File: src/rtl/irq_prio_ctrl_if.sv
// Bus between the interrupt controller and its surroundings: peripheral IRQ lines, mask,
// CPU IACK/EOI pulses, and the registered request and status seen by the CPU.
interface irq_prio_ctrl_if #(
    parameter int unsigned NCH = 4,
    parameter int unsigned IDW = $clog2(NCH)
);
    logic [NCH-1:0] irq;
    logic [NCH-1:0] mask;
    logic           iack;
    logic           eoi;
    logic           int_req;
    logic [IDW-1:0] int_id;
    logic [NCH-1:0] pending;
    logic [NCH-1:0] in_service;

    modport master (
        output irq, mask, iack, eoi,
        input  int_req, int_id, pending, in_service
    );

    modport slave (
        input  irq, mask, iack, eoi,
        output int_req, int_id, pending, in_service
    );
endinterface

File: src/rtl/irq_prio_ctrl.sv
// Fixed-priority interrupt controller: edge/level latching, masking, registered request to
// the CPU and an IACK/EOI in-service register with optional nested preemption.
module irq_prio_ctrl #(
    parameter int unsigned    NCH  = 4,
    parameter int unsigned    IDW  = $clog2(NCH),
    parameter logic [NCH-1:0] EDGE = {NCH{1'b1}},
    parameter bit             NEST = 1'b0
) (
    input logic            clk,
    input logic            rst,
    irq_prio_ctrl_if.slave bus
);
    logic [NCH-1:0] irq_q;
    logic [NCH-1:0] pending_q, pending_d;
    logic [NCH-1:0] in_service_q, in_service_d;
    logic           int_req_q, int_req_d;
    logic [IDW-1:0] int_id_q, int_id_d;

    logic [NCH-1:0] eligible, set_vec, ack_vec, top_vec, eoi_vec;
    logic [IDW-1:0] best, top_is;
    logic           any_elig, any_is, iack_acc, prio_ok;

    assign eligible = pending_q & ~bus.mask;
    assign any_elig = |eligible;
    assign any_is   = |in_service_q;
    assign iack_acc = bus.iack & int_req_q;

    // Level channels set every cycle the line is high; edge channels only on a 0->1 step.
    assign set_vec = bus.irq & (~EDGE | ~irq_q);
    assign ack_vec = iack_acc ? (NCH'(1) << int_id_q) : '0;
    assign top_vec = in_service_q & (~in_service_q + NCH'(1));
    assign eoi_vec = bus.eoi ? top_vec : '0;

    // Descending scan so the lowest set index is the one left standing.
    always_comb begin
        best   = '0;
        top_is = '0;
        for (int i = int'(NCH) - 1; i >= 0; i--) begin
            if (eligible[i]) begin
                best = IDW'(i);
            end
            if (in_service_q[i]) begin
                top_is = IDW'(i);
            end
        end
    end

    always_comb begin
        pending_d    = (pending_q & ~ack_vec) | set_vec;
        in_service_d = (in_service_q & ~eoi_vec) | ack_vec;
        prio_ok      = ~any_is | (NEST && (best < top_is));
        int_req_d    = any_elig & prio_ok & ~iack_acc;
        int_id_d     = int_req_d ? best : '0;
    end

    always_ff @(posedge clk or posedge rst) begin
        if (rst) begin
            irq_q        <= '0;
            pending_q    <= '0;
            in_service_q <= '0;
            int_req_q    <= 1'b0;
            int_id_q     <= '0;
        end else begin
            irq_q        <= bus.irq;
            pending_q    <= pending_d;
            in_service_q <= in_service_d;
            int_req_q    <= int_req_d;
            int_id_q     <= int_id_d;
        end
    end

    assign bus.int_req    = int_req_q;
    assign bus.int_id     = int_id_q;
    assign bus.pending    = pending_q;
    assign bus.in_service = in_service_q;
endmodule

File: src/flat_wrapper.sv
// flat-port wrapper written by rule: the top's interface ports become plain ports
module irq_prio_ctrl_flat 
#(
    parameter int unsigned    NCH  = 4,
    parameter int unsigned    IDW  = $clog2(NCH),
    parameter logic [NCH-1:0] EDGE = {NCH{1'b1}},
    parameter bit             NEST = 1'b0
)
  (clk, rst, bus_irq, bus_mask, bus_iack, bus_eoi, bus_int_req, bus_int_id, bus_pending, bus_in_service);
  irq_prio_ctrl_if #(.NCH(NCH), .IDW(IDW)) bus_i ();
  input logic clk;
  input logic rst;
  input wire logic [$bits(bus_i.irq)-1:0] bus_irq;
  input wire logic [$bits(bus_i.mask)-1:0] bus_mask;
  input wire logic [$bits(bus_i.iack)-1:0] bus_iack;
  input wire logic [$bits(bus_i.eoi)-1:0] bus_eoi;
  output wire logic [$bits(bus_i.int_req)-1:0] bus_int_req;
  output wire logic [$bits(bus_i.int_id)-1:0] bus_int_id;
  output wire logic [$bits(bus_i.pending)-1:0] bus_pending;
  output wire logic [$bits(bus_i.in_service)-1:0] bus_in_service;
  assign bus_i.irq = bus_irq;
  assign bus_i.mask = bus_mask;
  assign bus_i.iack = bus_iack;
  assign bus_i.eoi = bus_eoi;
  assign bus_int_req = bus_i.int_req;
  assign bus_int_id = bus_i.int_id;
  assign bus_pending = bus_i.pending;
  assign bus_in_service = bus_i.in_service;
  irq_prio_ctrl #(.NCH(NCH), .IDW(IDW), .EDGE(EDGE), .NEST(NEST)) u_core (.clk(clk), .rst(rst), .bus(bus_i));
endmodule
File: config.mk
export PLATFORM = sky130hd
export DESIGN_NAME = irq_prio_ctrl_flat
export DESIGN_NICKNAME = d
export VERILOG_FILES = /design/src/rtl/irq_prio_ctrl_if.sv /design/src/rtl/irq_prio_ctrl.sv /design/src/flat_wrapper.sv
export SDC_FILE = /design/constraint.sdc
export NUM_CORES = 1
export LEC_CHECK = 0
export CAP_MARGIN = 20
export CELL_PAD_IN_SITES_DETAIL_PLACEMENT = 1
export CELL_PAD_IN_SITES_GLOBAL_PLACEMENT = 1
export CORE_MARGIN = 3
export CORE_UTILIZATION = 30
export CTS_BUF_LIST = sky130_fd_sc_hd__clkbuf_16
export CTS_CLUSTER_SIZE = 25
export DETAILED_ROUTE_END_ITERATION = 8
export PLACE_DENSITY = 0.73
export SYNTH_ARGS = -nofsm -noshare
export SYNTH_HDL_FRONTEND = slang
export SYNTH_SLANG_ARGS = --single-unit
File: constraint.sdc
create_clock -name clk -period 1.5 [get_ports clk]
set_input_delay 0.45 -clock clk [delete_from_list [all_inputs] [get_ports clk]]
set_output_delay 0.45 -clock clk [all_outputs]
set_load 0.01 [all_outputs]
==> impl_metrics.json, run 1 <==
{
  "track_usage_pct": 14.9,
  "status": "finished, final reports clean",
  "clock_latency_ns": 0.24,
  "design_area_um2": 957,
  "synth_area_leaders": "dfrtp_1 64%, inv_1 4.5%, nand2_1 4.5%",
  "gp_congestion": 0.738,
  "drcViolationCount": 0,
  "netlist.area_leader.share_pct": 63.8,
  "antenna_left": 0,
  "grt_pass1_vias": 610,
  "finalMaxSlewViolations": 0,
  "slowest_stage": "dfrtp_1",
  "viasPerCell": 4.73,
  "ios": 23,
  "finalHoldViolations": 0,
  "hold_buffers": 0,
  "cts_sinks": 15,
  "holdWs_ns": 0.412,
  "yosysWarnings": 0,
  "area_growth_pct": 62.8,
  "critPathCaptureType": "output pin",
  "die_area_um2": 2530,
  "nets": 100,
  "setup_viol_count_final": 0,
  "clock_skew_ns": 0.000276,
  "antenna_found_initial": 0,
  "yosys-mux-area-fraction_pct": 0,
  "n_antenna_cell": 0,
  "maxCapViolations": 0,
  "numCtsBuffers": 3,
  "grt_start_max_net_pins": 16,
  "crit_type": "reg2out",
  "synthCells": 54,
  "holdCritPathClass": "reg2reg",
  "critPathMaxFanout": 4,
  "netlist_area_um2": 588,
  "clkTransAtPathRegs_ns": 0.05,
  "start_kind": "flip-flop",
  "yosysTopAreaCell": "dfrtp_1",
  "worstMarginPinSlew_ns": 0.303,
  "synthFlopType": "dfrtp_1",
  "seq_area_frac_synth_pct": 63.8,
  "root_buffer": "clkbuf_16",
  "die_width_um": 50.3,
  "worstPathCellList": "dlygate4sd2_1",
  "timing.fmax_mhz": 713,
  "first_pass_iters": 5,
  "wl_per_cell_um": 14.1,
  "grt-ovfl-total": 0,
  "fin_crit_sh_pct": 93.5,
  "drive_gt1_share_pct": 13.8,
  "initial_core_util_pct": 33.0,
  "core_um2": 1780,
  "slowest_delay_ns": 0.41,
  "synth-simple-area-share_pct": 20.4,
  "vias": 530,
  "async_flop_share_pct": 100,
  "ir_worst_vdd_mv": 0.734,
  "h-tree-depth": 1,
  "drtIter0Drc": 7,
  "synth_top_family_by_area": "simple AND/OR/NAND/NOR gates",
  "powerDensity_nw_per_um2": 1760,
  "synth_edf_count": 0,
  "synth_fa_ha_area_share_pct": 0,
  "synth_compound_area_share_pct": 11.3,
  "yosysMostFrequentCell": "dfrtp_1",
  "syn_area_per_cell_um2": 10.9,
  "rsz0062_at_grt": "no",
  "die_height_um": 50.3,
  "cp_num_buf_inv": 1,
  "p_leak_nw": 0.468,
  "synth_common_cells": "15 x dfrtp_1, 7 x inv_1, 7 x nand2_1, 5 x o21ai_1, 4 x nor2b_1",
  "syn_nets": 66,
  "clock_path_buffers": 2,
  "synth.distinct_cells": 17,
  "placed_area_um2": 892,
  "required_ns": 1.05,
  "slew_headroom_pct": 79.7,
  "synth_seq_cells": 15,
  "portBuffers": 22,
  "fin_crit_ns": 1.40,
  "synth_xor_area_share_pct": 0,
  "cts_tree": "built",
  "placementRows": 15,
  "routed_wirelength_um": 1580,
  "grt_pass1_wl_um": 2770,
  "crit_family": "flip-flops",
  "cp.arrival_ns": 0.95,
  "hpwl_um": 1140
}
[layer usage]
layer	global-route usage, %	part of all wire (%)	vias to the layer above
li1	-	-	249
met1	16.6	43	259
met2	25.0	49	17
met3	4.15	5.9	5
met4	9.22	2.3	0
met5	0	0	-
[layout by cell type (no fill, tap or decap), types with 2 or more instances in the layout]
master,n
a21oi_1,2
dfrtp_1,15
o21ai_1,5
clkbuf_16,3
clkdlybuf4s50_1,11
buf_4,7
nand2_1,7
nor4_2,2
nor2b_1,4
inv_1,8
o21ai_0,3
dlygate4sd2_1,11
[layout make-up]
class / count / area [um2]
Clock inverter: 1 / 3.75
Fill cell: 210 / 826
Clock buffer: 3 / 75.1
Inverter: 7 / 26.3
Sequential cell: 15 / 375
Timing Repair Buffer: 29 / 259
Tap cell: 25 / 31.3
Multi-Input combinational cell: 32 / 186
[power by group]
group          internal (mW)  leakage, nW  switching [mW]
Sequential             0.515        0.177          0.0707
Clock                  0.352       0.0423           0.149
Combinational          0.295        0.249           0.302
Total                   1.16        0.468           0.522
[registers in the layout (all words and copies together) (netlist names)]
signal                 cells
u_core.bus.int_id          2
u_core.bus.in_service      4
u_core.bus.int_req         1
u_core.bus.pending         4
u_core.irq_q               4
[kinds of logic after synthesis]
| kind of cell | Yosys count |
|---|---|
| compound gates | 12 |
| buf+inv | 7 |
| flops | 15 |
| simple gates | 20 |
[path summary, 6_finish.rpt]
kind | startpoint | to | slack (ns) | cells after the start
min in group asynchronous | rst | u_core.irq_q[2] | 0.52 | 3
setup / recovery | u_core.bus.in_service[2] | bus_in_service[2] | 0.1 | 1
setup reg to reg | u_core.bus.in_service[0] | u_core.bus.int_id[1] | 0.21 | 4
hold reg to reg | u_core.irq_q[3] | u_core.bus.pending[3] | 0.41 | 1
hold / removal | u_core.irq_q[3] | u_core.bus.pending[3] | 0.41 | 1
max in group asynchronous | rst | u_core.irq_q[3] | 0.81 | 3
[what timing repair did]
item                                    4_1_cts  5_1_grt
endpoints found under the setup margin       11        0
buffers inserted                              0        0
resized for setup                            11        0
[stage by stage]
stage	TNS, ns	setup slack (ns)	instances	total power [mW]	utilization, %
3_5_place_dp	-0.279	-0.107	108	1.26	50.0
6_report	0	0.0979	112	1.68	53.7
5_1_grt	0	0.0715	112	1.80	53.7
4_1_cts	0	0.0829	112	1.71	53.7
3_3_place_gp	-0.226	-0.0963	108	1.24	50.0
2_1_floorplan	0	0.367	54	0.868	-
Note: power is estimated with default switching activity, not from simulation.
==> run 2: changes to the inputs <==
--- a/config.mk
+++ b/config.mk
@@ -13,6 +13,7 @@
 export CTS_BUF_LIST = sky130_fd_sc_hd__clkbuf_16
 export CTS_CLUSTER_SIZE = 25
 export DETAILED_ROUTE_END_ITERATION = 8
+export HOLD_SLACK_MARGIN = 0.08
 export PLACE_DENSITY = 0.73
 export SYNTH_ARGS = -nofsm -noshare
 export SYNTH_HDL_FRONTEND = slang
==> constraint.sdc (replaced) <==
create_clock -name clk -period 1.6 [get_ports clk]
set_input_delay 0.48 -clock clk [delete_from_list [all_inputs] [get_ports clk]]
set_output_delay 0.48 -clock clk [all_outputs]
set_load 0.01 [all_outputs]
==> run 2 against run 1 <==
Cell count down 2.7%. Non-clock buffer count decreased by 3. Register-to-register slack gained 0.06 ns. Worst hold slack got worse by 0.0020 ns. Clock skew increased by 0.0017 ns. Largest cell class unchanged. Core utilization decreased by 1.3 points. Flip-flop and latch count unchanged. Highest routed layer unchanged. Sequential share of layout area increased by 0.94 points. Sequential power decreased by 2%.
==> impl_metrics.json, run 2 (synthesis gave the netlist of run 1 again) <==
{
  "crit_type": "in2reg",
  "grt-ovfl-total": 0,
  "antenna_left": 0,
  "tns_ns": 0,
  "h-tree-depth": 1,
  "numCtsBuffers": 3,
  "clkTransAtPathRegs_ns": 0.05,
  "n_antenna_cell": 0,
  "initial_core_util_pct": 33.0,
  "placed_area_um2": 870,
  "design_area_um2": 935,
  "hold_buffers": 0,
  "portBuffers": 22,
  "antenna_found_initial": 0,
  "core_um2": 1780,
  "vias": 524,
  "routed_wirelength_um": 1590,
  "fin_util_pct": 52.4,
  "maxCapViolations": 0,
  "setup_viol_count_final": 0,
  "final_cell_mix": "15 x dfrtp_1, 11 x clkdlybuf4s50_1, 11 x dlygate4sd2_1",
  "drive_gt1_share_pct": 10.7,
  "grt_pass1_vias": 573,
  "die_height_um": 50.3,
  "clock_latency_ns": 0.24,
  "rsz0062_at_grt": "no",
  "slowest_stage": "clkdlybuf4s50_1",
  "ios": 23,
  "clock_skew_ns": 0.00194,
  "final_common_cell": "dfrtp_1",
  "powerDensity_nw_per_um2": 1660,
  "drcViolationCount": 0,
  "root_buffer": "clkbuf_16",
  "finalHoldViolations": 0,
  "timing.fmax_mhz": 684,
  "grt_pass1_wl_um": 2870,
  "fin_crit_sh_pct": 91.4,
  "required_ns": 1.73,
  "critPathMaxFanout": 4,
  "area_growth_pct": 58.9,
  "die_area_um2": 2530,
  "slowest_delay_ns": 0.47,
  "holdCritPathClass": "reg2reg",
  "worstPathCellList": "clkdlybuf4s50_1 > nand2_1 > nand2_1 > nor4_2",
  "die_width_um": 50.3,
  "grt_start_max_net_pins": 16,
  "placementRows": 15,
  "path_common_cell": "nand2_1",
  "hpwl_um": 1260,
  "wl_per_cell_um": 14.6,
  "cts_sinks": 15,
  "postCtsSetupRepairBufs": 0,
  "crit_family": "simple AND/OR/NAND/NOR gates",
  "status": "finished, final reports clean",
  "viasPerCell": 4.81,
  "gp_congestion": 0.742,
  "track_usage_pct": 15.3,
  "cp.arrival_ns": 1.59,
  "clock_path_buffers": 2,
  "first_pass_iters": 4,
  "critPathCaptureType": "flip-flop",
  "slew_headroom_pct": 76.7,
  "ir_worst_vdd_mv": 0.954,
  "cp_num_buf_inv": 1,
  "worstMarginPinSlew_ns": 0.349,
  "drtIter0Drc": 2,
  "start_kind": "primary input",
  "finalMaxSlewViolations": 0,
  "cts_tree": "built",
  "p_leak_nw": 0.454,
  "fin_crit_ns": 1.46,
  "nets": 97
}
run 2: final timing paths:
path,from,endpoint,slack (ns),cells after the start
max in group asynchronous,rst,u_core.bus.in_service[0],0.88,3
min reg2reg,u_core.irq_q[1],u_core.bus.pending[1],0.41,1
min,u_core.irq_q[1],u_core.bus.pending[1],0.41,1
max,bus_iack,u_core.bus.int_id[1],0.14,4
min in group asynchronous,rst,u_core.irq_q[2],0.54,3
max reg2reg,u_core.bus.in_service[0],u_core.bus.int_id[1],0.27,3
run 2: layout make-up:
cell class              instances  area (um2)
fillers                       207         848
flip-flops and latches         15         375
repair buffers                 26         236
multi-input cells              32         186
clock buffers                   3        75.1
well taps                      25        31.3
inverters                       7        26.3
clock inverters                 1        3.75
run 2: layer usage:
metal | GRT usage [%] | up-vias | wire (um)
li1 | - | 247 | -
met1 | 18.7 | 245 | 637
met2 | 24.1 | 24 | 784
met3 | 4.45 | 8 | 116
met4 | 8.29 | 0 | 51
met5 | 0 | - | 0
run 2: through the flow:
stage	std cells	setup slack [ns]	hold slack, ns	power [mW]
final	109	0.138	0.410	1.55
after global routing	109	0.0893	0.426	1.66
after CTS	109	0.129	0.412	1.57
after detailed placement	105	-0.119	0.406	1.15
after global placement	105	-0.0188	0.396	1.12
after floorplan	54	0.467	0.381	0.814
run 2: worst register-to-register path, cell delays in order (launching register included):
cell     delay (ns)
dfrtp_1        0.42
nor4_2         0.30
nand2_1        0.17
nor4_2         0.34
run 2: what timing repair did:
item / CTS / global route
gates resized for setup: 11 / 0
hold endpoints to repair: 0 / 0
endpoints found under the setup margin: 11 / 0
run 2: power by group:
group	internal (mW)	switching [mW]	leakage, nW
registers	0.483	0.0911	0.177
logic	0.241	0.263	0.235
clock network	0.330	0.143	0.0423
==> run 3: changes to the inputs <==
--- a/config.mk
+++ b/config.mk
@@ -15,6 +15,7 @@
 export DETAILED_ROUTE_END_ITERATION = 8
 export HOLD_SLACK_MARGIN = 0.08
 export PLACE_DENSITY = 0.73
+export SLEW_MARGIN = 20
 export SYNTH_ARGS = -nofsm -noshare
 export SYNTH_HDL_FRONTEND = slang
 export SYNTH_SLANG_ARGS = --single-unit
==> results of run 3 <==
No change in the layout: final DEF, timing and power equal those of run 2.
